$ cat src/rtl/imm_gen_stage.sv
// Decode-stage immediate generator: extends I/S/B/J/U/Z immediates to XLEN and flags illegal imm_src.
// One-cycle latency when empty; SKID=1 is a two-entry skid with registered in_ready, SKID=0 passes ready through.
`timescale 1ns/1ps

module imm_gen_stage #(
  parameter int XLEN = 32,
  parameter int SKID = 1
) (
  input  logic            clk,
  input  logic            rst,
  input  logic            in_valid,
  output logic            in_ready,
  input  logic [31:0]     inst,
  input  logic [2:0]      imm_src,
  output logic            out_valid,
  input  logic            out_ready,
  output logic [XLEN-1:0] imm_ext,
  output logic            imm_err
);

  if ((XLEN != 32 && XLEN != 64) || (SKID != 0 && SKID != 1)) begin : g_bad_param
    $error("imm_gen_stage: XLEN must be 32 or 64 and SKID must be 0 or 1");
  end

  localparam logic [2:0] SRC_I = 3'b000;
  localparam logic [2:0] SRC_S = 3'b001;
  localparam logic [2:0] SRC_B = 3'b010;
  localparam logic [2:0] SRC_J = 3'b011;
  localparam logic [2:0] SRC_U = 3'b100;
  localparam logic [2:0] SRC_Z = 3'b101;

  typedef struct packed {
    logic            err;
    logic [XLEN-1:0] imm;
  } entry_t;

  typedef enum logic [1:0] {
    ST_EMPTY = 2'd0,
    ST_ONE   = 2'd1,
    ST_FULL  = 2'd2
  } state_t;

  state_t      state_q, state_d;
  entry_t      main_q, main_d;
  entry_t      skid_q, skid_d;
  entry_t      new_entry;
  logic [63:0] imm_wide;
  logic        new_err;
  logic        accept;
  logic        drain;

  // Built at 64 bits and truncated, so XLEN=32 needs no zero-width replications.
  always_comb begin
    imm_wide = '0;
    new_err  = 1'b0;
    case (imm_src)
      SRC_I:   imm_wide = {{53{inst[31]}}, inst[30:20]};
      SRC_S:   imm_wide = {{53{inst[31]}}, inst[30:25], inst[11:7]};
      SRC_B:   imm_wide = {{52{inst[31]}}, inst[7], inst[30:25], inst[11:8], 1'b0};
      SRC_J:   imm_wide = {{44{inst[31]}}, inst[19:12], inst[20], inst[30:21], 1'b0};
      SRC_U:   imm_wide = {{32{inst[31]}}, inst[31:12], 12'b0};
      SRC_Z:   imm_wide = {59'b0, inst[19:15]};
      default: new_err  = 1'b1;
    endcase
    new_entry.err = new_err;
    new_entry.imm = imm_wide[XLEN-1:0];
  end

  // Opcode bits and the unused upper half of imm_wide carry no immediate data.
  logic unused_bits;
  assign unused_bits = ^{inst[6:0], imm_wide};

  assign out_valid = (state_q != ST_EMPTY);
  assign accept    = in_valid && in_ready;
  assign drain     = out_valid && out_ready;
  assign imm_ext   = main_q.imm;
  assign imm_err   = main_q.err;

  if (SKID != 0) begin : g_skid
    logic rdy_q;
    always_ff @(posedge clk) begin
      if (rst) rdy_q <= 1'b1;
      else     rdy_q <= (state_d != ST_FULL);
    end
    assign in_ready = rdy_q;
  end else begin : g_pass
    assign in_ready = (state_q == ST_EMPTY) || out_ready;
  end

  always_comb begin
    state_d = state_q;
    main_d  = main_q;
    skid_d  = skid_q;
    case (state_q)
      ST_EMPTY: begin
        if (accept) begin
          main_d  = new_entry;
          state_d = ST_ONE;
        end
      end
      ST_ONE: begin
        if (accept && drain) begin
          main_d = new_entry;
        end else if (accept && (SKID != 0)) begin
          skid_d  = new_entry;
          state_d = ST_FULL;
        end else if (drain) begin
          state_d = ST_EMPTY;
        end
      end
      ST_FULL: begin
        // in_ready is low here, so the only event is main draining.
        if (drain) begin
          main_d  = skid_q;
          state_d = ST_ONE;
        end
      end
      default: state_d = ST_EMPTY;
    endcase
  end

  always_ff @(posedge clk) begin
    if (rst) begin
      state_q <= ST_EMPTY;
      main_q  <= '0;
      skid_q  <= '0;
    end else begin
      state_q <= state_d;
      main_q  <= main_d;
      skid_q  <= skid_d;
    end
  end

endmodule

$ cat config.mk
export PLATFORM = sky130hd
export DESIGN_NAME = imm_gen_stage
export DESIGN_NICKNAME = d
export VERILOG_FILES = /design/src/rtl/imm_gen_stage.sv
export SDC_FILE = /design/constraint.sdc
export NUM_CORES = 1
export LEC_CHECK = 0
export BUFFER_PORTS_ARGS = -buffer_cell sky130_fd_sc_hd__buf_2
export CORE_UTILIZATION = 45
export DETAILED_ROUTE_END_ITERATION = 7
export GPL_ROUTABILITY_DRIVEN = 0
export GPL_TIMING_DRIVEN = 0
export HOLD_SLACK_MARGIN = 0.02
export PLACE_DENSITY = 0.7
export SYNTH_ARGS = -nofsm -noshare
export SYNTH_HDL_FRONTEND = slang
export SYNTH_SLANG_ARGS = --single-unit
$ cat constraint.sdc
create_clock -name clk -period 1.95 [get_ports clk]
set_input_delay 0.2925 -clock clk [delete_from_list [all_inputs] [get_ports clk]]
set_output_delay 0.2925 -clock clk [all_outputs]
set_load 0.01 [all_outputs]
==> impl_metrics.json <==
{
  "leakagePower_nw": 1.59,
  "period_minus_slack_ps": 1790,
  "required_ps": 2220,
  "yosysMostFrequentCell": "dfxtp_1",
  "crit_fanout": 10,
  "dieArea_um2": 7790,
  "worst_pin_slew_ps": 624,
  "clk_latency_ps": 360,
  "hold_violations": 0,
  "cts_hold_buf": 0,
  "grt.total_usage_pct": 27.4,
  "critPathLaunch": "state_q[0]",
  "io_buffers": 64,
  "drc": 0,
  "dieHeight_um": 88.3,
  "wl_per_cell_um": 16.7,
  "drtIter0Drc": 290,
  "ios": 74,
  "synthArstFlopShare_pct": 0,
  "r2r_start": "state_q[0]",
  "fin_tns_setup_ps": 0,
  "antenna_found_initial": 0,
  "synth_seq_area_share_pct": 41.2,
  "cp_top_family": "buffers and inverters",
  "synth_area_um2": 3350,
  "status": "completed",
  "setup_viol": 0,
  "synth_seq_cells": 69,
  "hpwl_um": 7090,
  "grt_first_pass_wirelength_um": 16000,
  "hp-class": "input pin to flop",
  "cts_buffers": 9,
  "syn-num-nets": 454,
  "initial_utilization_pct": 46.4,
  "crit_path_end_kind": "flop",
  "clock.fmax_mhz": 558,
  "arrival_ps": 2060,
  "r2r_slack_ps": 160,
  "drive_above_1_share_pct": 22.0,
  "synth_edf_count": 0,
  "critPathCapture": "imm_ext[27]",
  "wl_um": 9910,
  "yosysTopAreaCell": "dfxtp_1",
  "netlist_top_cells_count": "69 x dfxtp_1, 63 x nor2_1, 45 x nand2_1",
  "synth_ff_type": "dfxtp_1",
  "n_fill_cell": 704,
  "power_w": 0.00325,
  "synth_top_area_share_pct": 41.2,
  "grt_max_degree": 12,
  "firstDrtPassIters": 6,
  "ctsRootBufferMaster": "clkbuf_8",
  "critPathKind": "flop to flop",
  "synthCells": 415,
  "synthTopCellsByArea": "dfxtp_1 41%, a211oi_1 7.6%, nor2_1 7.1%, nand2_1 5.0%, a21oi_1 3.6%",
  "postRouteAntennaNets": 0,
  "r2r-end": "imm_ext[27]",
  "vias": 3353,
  "rows": 31,
  "clock-sinks": 69,
  "slew_viol_final": 0,
  "rsz0062_at_grt": "false",
  "cts_max_level": 3,
  "slowest_delay_ps": 530,
  "ctsLongestPathBuffers": 2,
  "peakVddDrop_mv": 0.506,
  "worstHoldPathCells": 2,
  "power_density_nw_per_um2": 819,
  "clk_pin_slew_ps": 80,
  "cp_slowest_cell": "clkbuf_1",
  "grt_pass1_vias": 3150,
  "cts_resized": 0,
  "viasPerCell": 5.64,
  "cts_setup_buffers": 0,
  "area_growth_pct": 18.6,
  "core-area_um2": 7210,
  "maxSlewHeadroom_pct": 58.4,
  "fin_nets": 529,
  "cts_tree": "done",
  "cp.depth": 4,
  "synth_cell_type_count": 43,
  "n_antenna_cell": 0,
  "crit_buf_inv": 1,
  "avgSynthCellArea_um2": 8.07,
  "die_width_um": 88.3,
  "post-route-period-util_pct": 91.9,
  "worst_setup_path_start_kind": "flop",
  "crit_chain": "nand3b_1 -> clkbuf_1 -> o21ai_0 -> a211oi_1",
  "overflow": 0,
  "cap_violations": 0,
  "finalClockSkew_ps": 8.95,
  "rr_worst_depth": 4,
  "yosysWarningCount": 0
}
[worst min-delay path by stage]
stage | end | startpoint
finish | state_q[1] | out_ready
global route | state_q[1] | out_ready
CTS | state_q[1] | out_ready
detailed placement | imm_err | imm_err
global placement | imm_err | imm_err
floorplan | state_q[1] | out_ready
[power by group]
part	internal [W]	total [W]	leakage, nW	switching, W
Clock	0.000525	0.00108	0.0921	0.000552
Combinational	0.000246	0.000624	0.937	0.000377
Sequential	0.00150	0.00155	0.565	0.0000511
Total	0.00227	0.00325	1.59	0.000980
[cell families after synthesis]
logic type	count (synthesis)	synth area share [%]
and+or+nand+nor	184	28.2
AOI/OAI and AO/OA	112	22.7
DFF	69	41.2
buffers and inverters	42	5.34
muxes	7	2.09
xor gates and xnor gates	1	0.486
[sequential cells by signal, summed over array words and instances (netlist names)]
signal / cells
skid_q: 33
imm_ext: 32
state_q: 2
imm_err: 1
in_ready: 1
[worst register-to-register path: cells and delay by family (launching register included)]
family / cells / cell delay (ps)
buffers and inverters: 1 / 530
flip-flops: 1 / 430
AO/OA/AOI/OAI: 2 / 420
AND/OR/NAND/NOR: 1 / 320
[routing by layer]
| metal | vias to the layer above | part of all wire (%) | global-route usage [%] |
|---|---|---|---|
| met4 | 0 | 1.8 | 9.24 |
| met5 | - | 0 | 0 |
| met1 | 1589 | 45 | 36.3 |
| met2 | 126 | 46 | 43.6 |
| li1 | 1619 | - | - |
| met3 | 19 | 6.5 | 6.90 |
[cells in the final DEF, fill, tap and decap left out, types with 4 or more instances in the layout]
master,netlist,layout
a211oi_1,34,34
a21oi_1,24,24
a311oi_1,8,8
buf_2,17,81
clkbuf_1,20,19
clkbuf_8,0,11
dfxtp_1,69,69
mux2i_1,7,7
nand2_1,45,45
nand2b_1,15,15
nand3_1,7,7
nand3b_1,4,4
nand4_1,7,7
nand4b_1,8,8
nand4bb_1,4,4
nor2_1,63,63
nor2b_1,9,9
nor3_1,7,7
o21ai_0,6,6
o21ai_1,22,22
[stage by stage]
stage | setup slack [ps] | area (um2) | hold slack, ps | std cells | util (%)
floorplan | 548 | 3350 | 393 | 415 | -
global placement | 159 | 3790 | 442 | 578 | 52.6
detailed placement | 161 | 3790 | 452 | 578 | 52.6
CTS | 106 | 3970 | 182 | 594 | 55.0
global route | 29.4 | 3970 | 196 | 594 | 55.1
finish | 157 | 3970 | 188 | 594 | 55.1
[area by class of cell]
cell class | instances | area [um2] | area share (%)
inverters | 2 | 7.51 | 0.189
repair buffers | 64 | 320 | 8.06
multi-input cells | 304 | 1790 | 45.0
flip-flops and latches | 69 | 1380 | 34.8
clock buffers | 12 | 155 | 3.90
plain buffers | 40 | 174 | 4.38
well taps | 99 | 124 | 3.12
clock inverters | 4 | 22.5 | 0.567
Note: power is estimated with default switching activity, not from simulation.
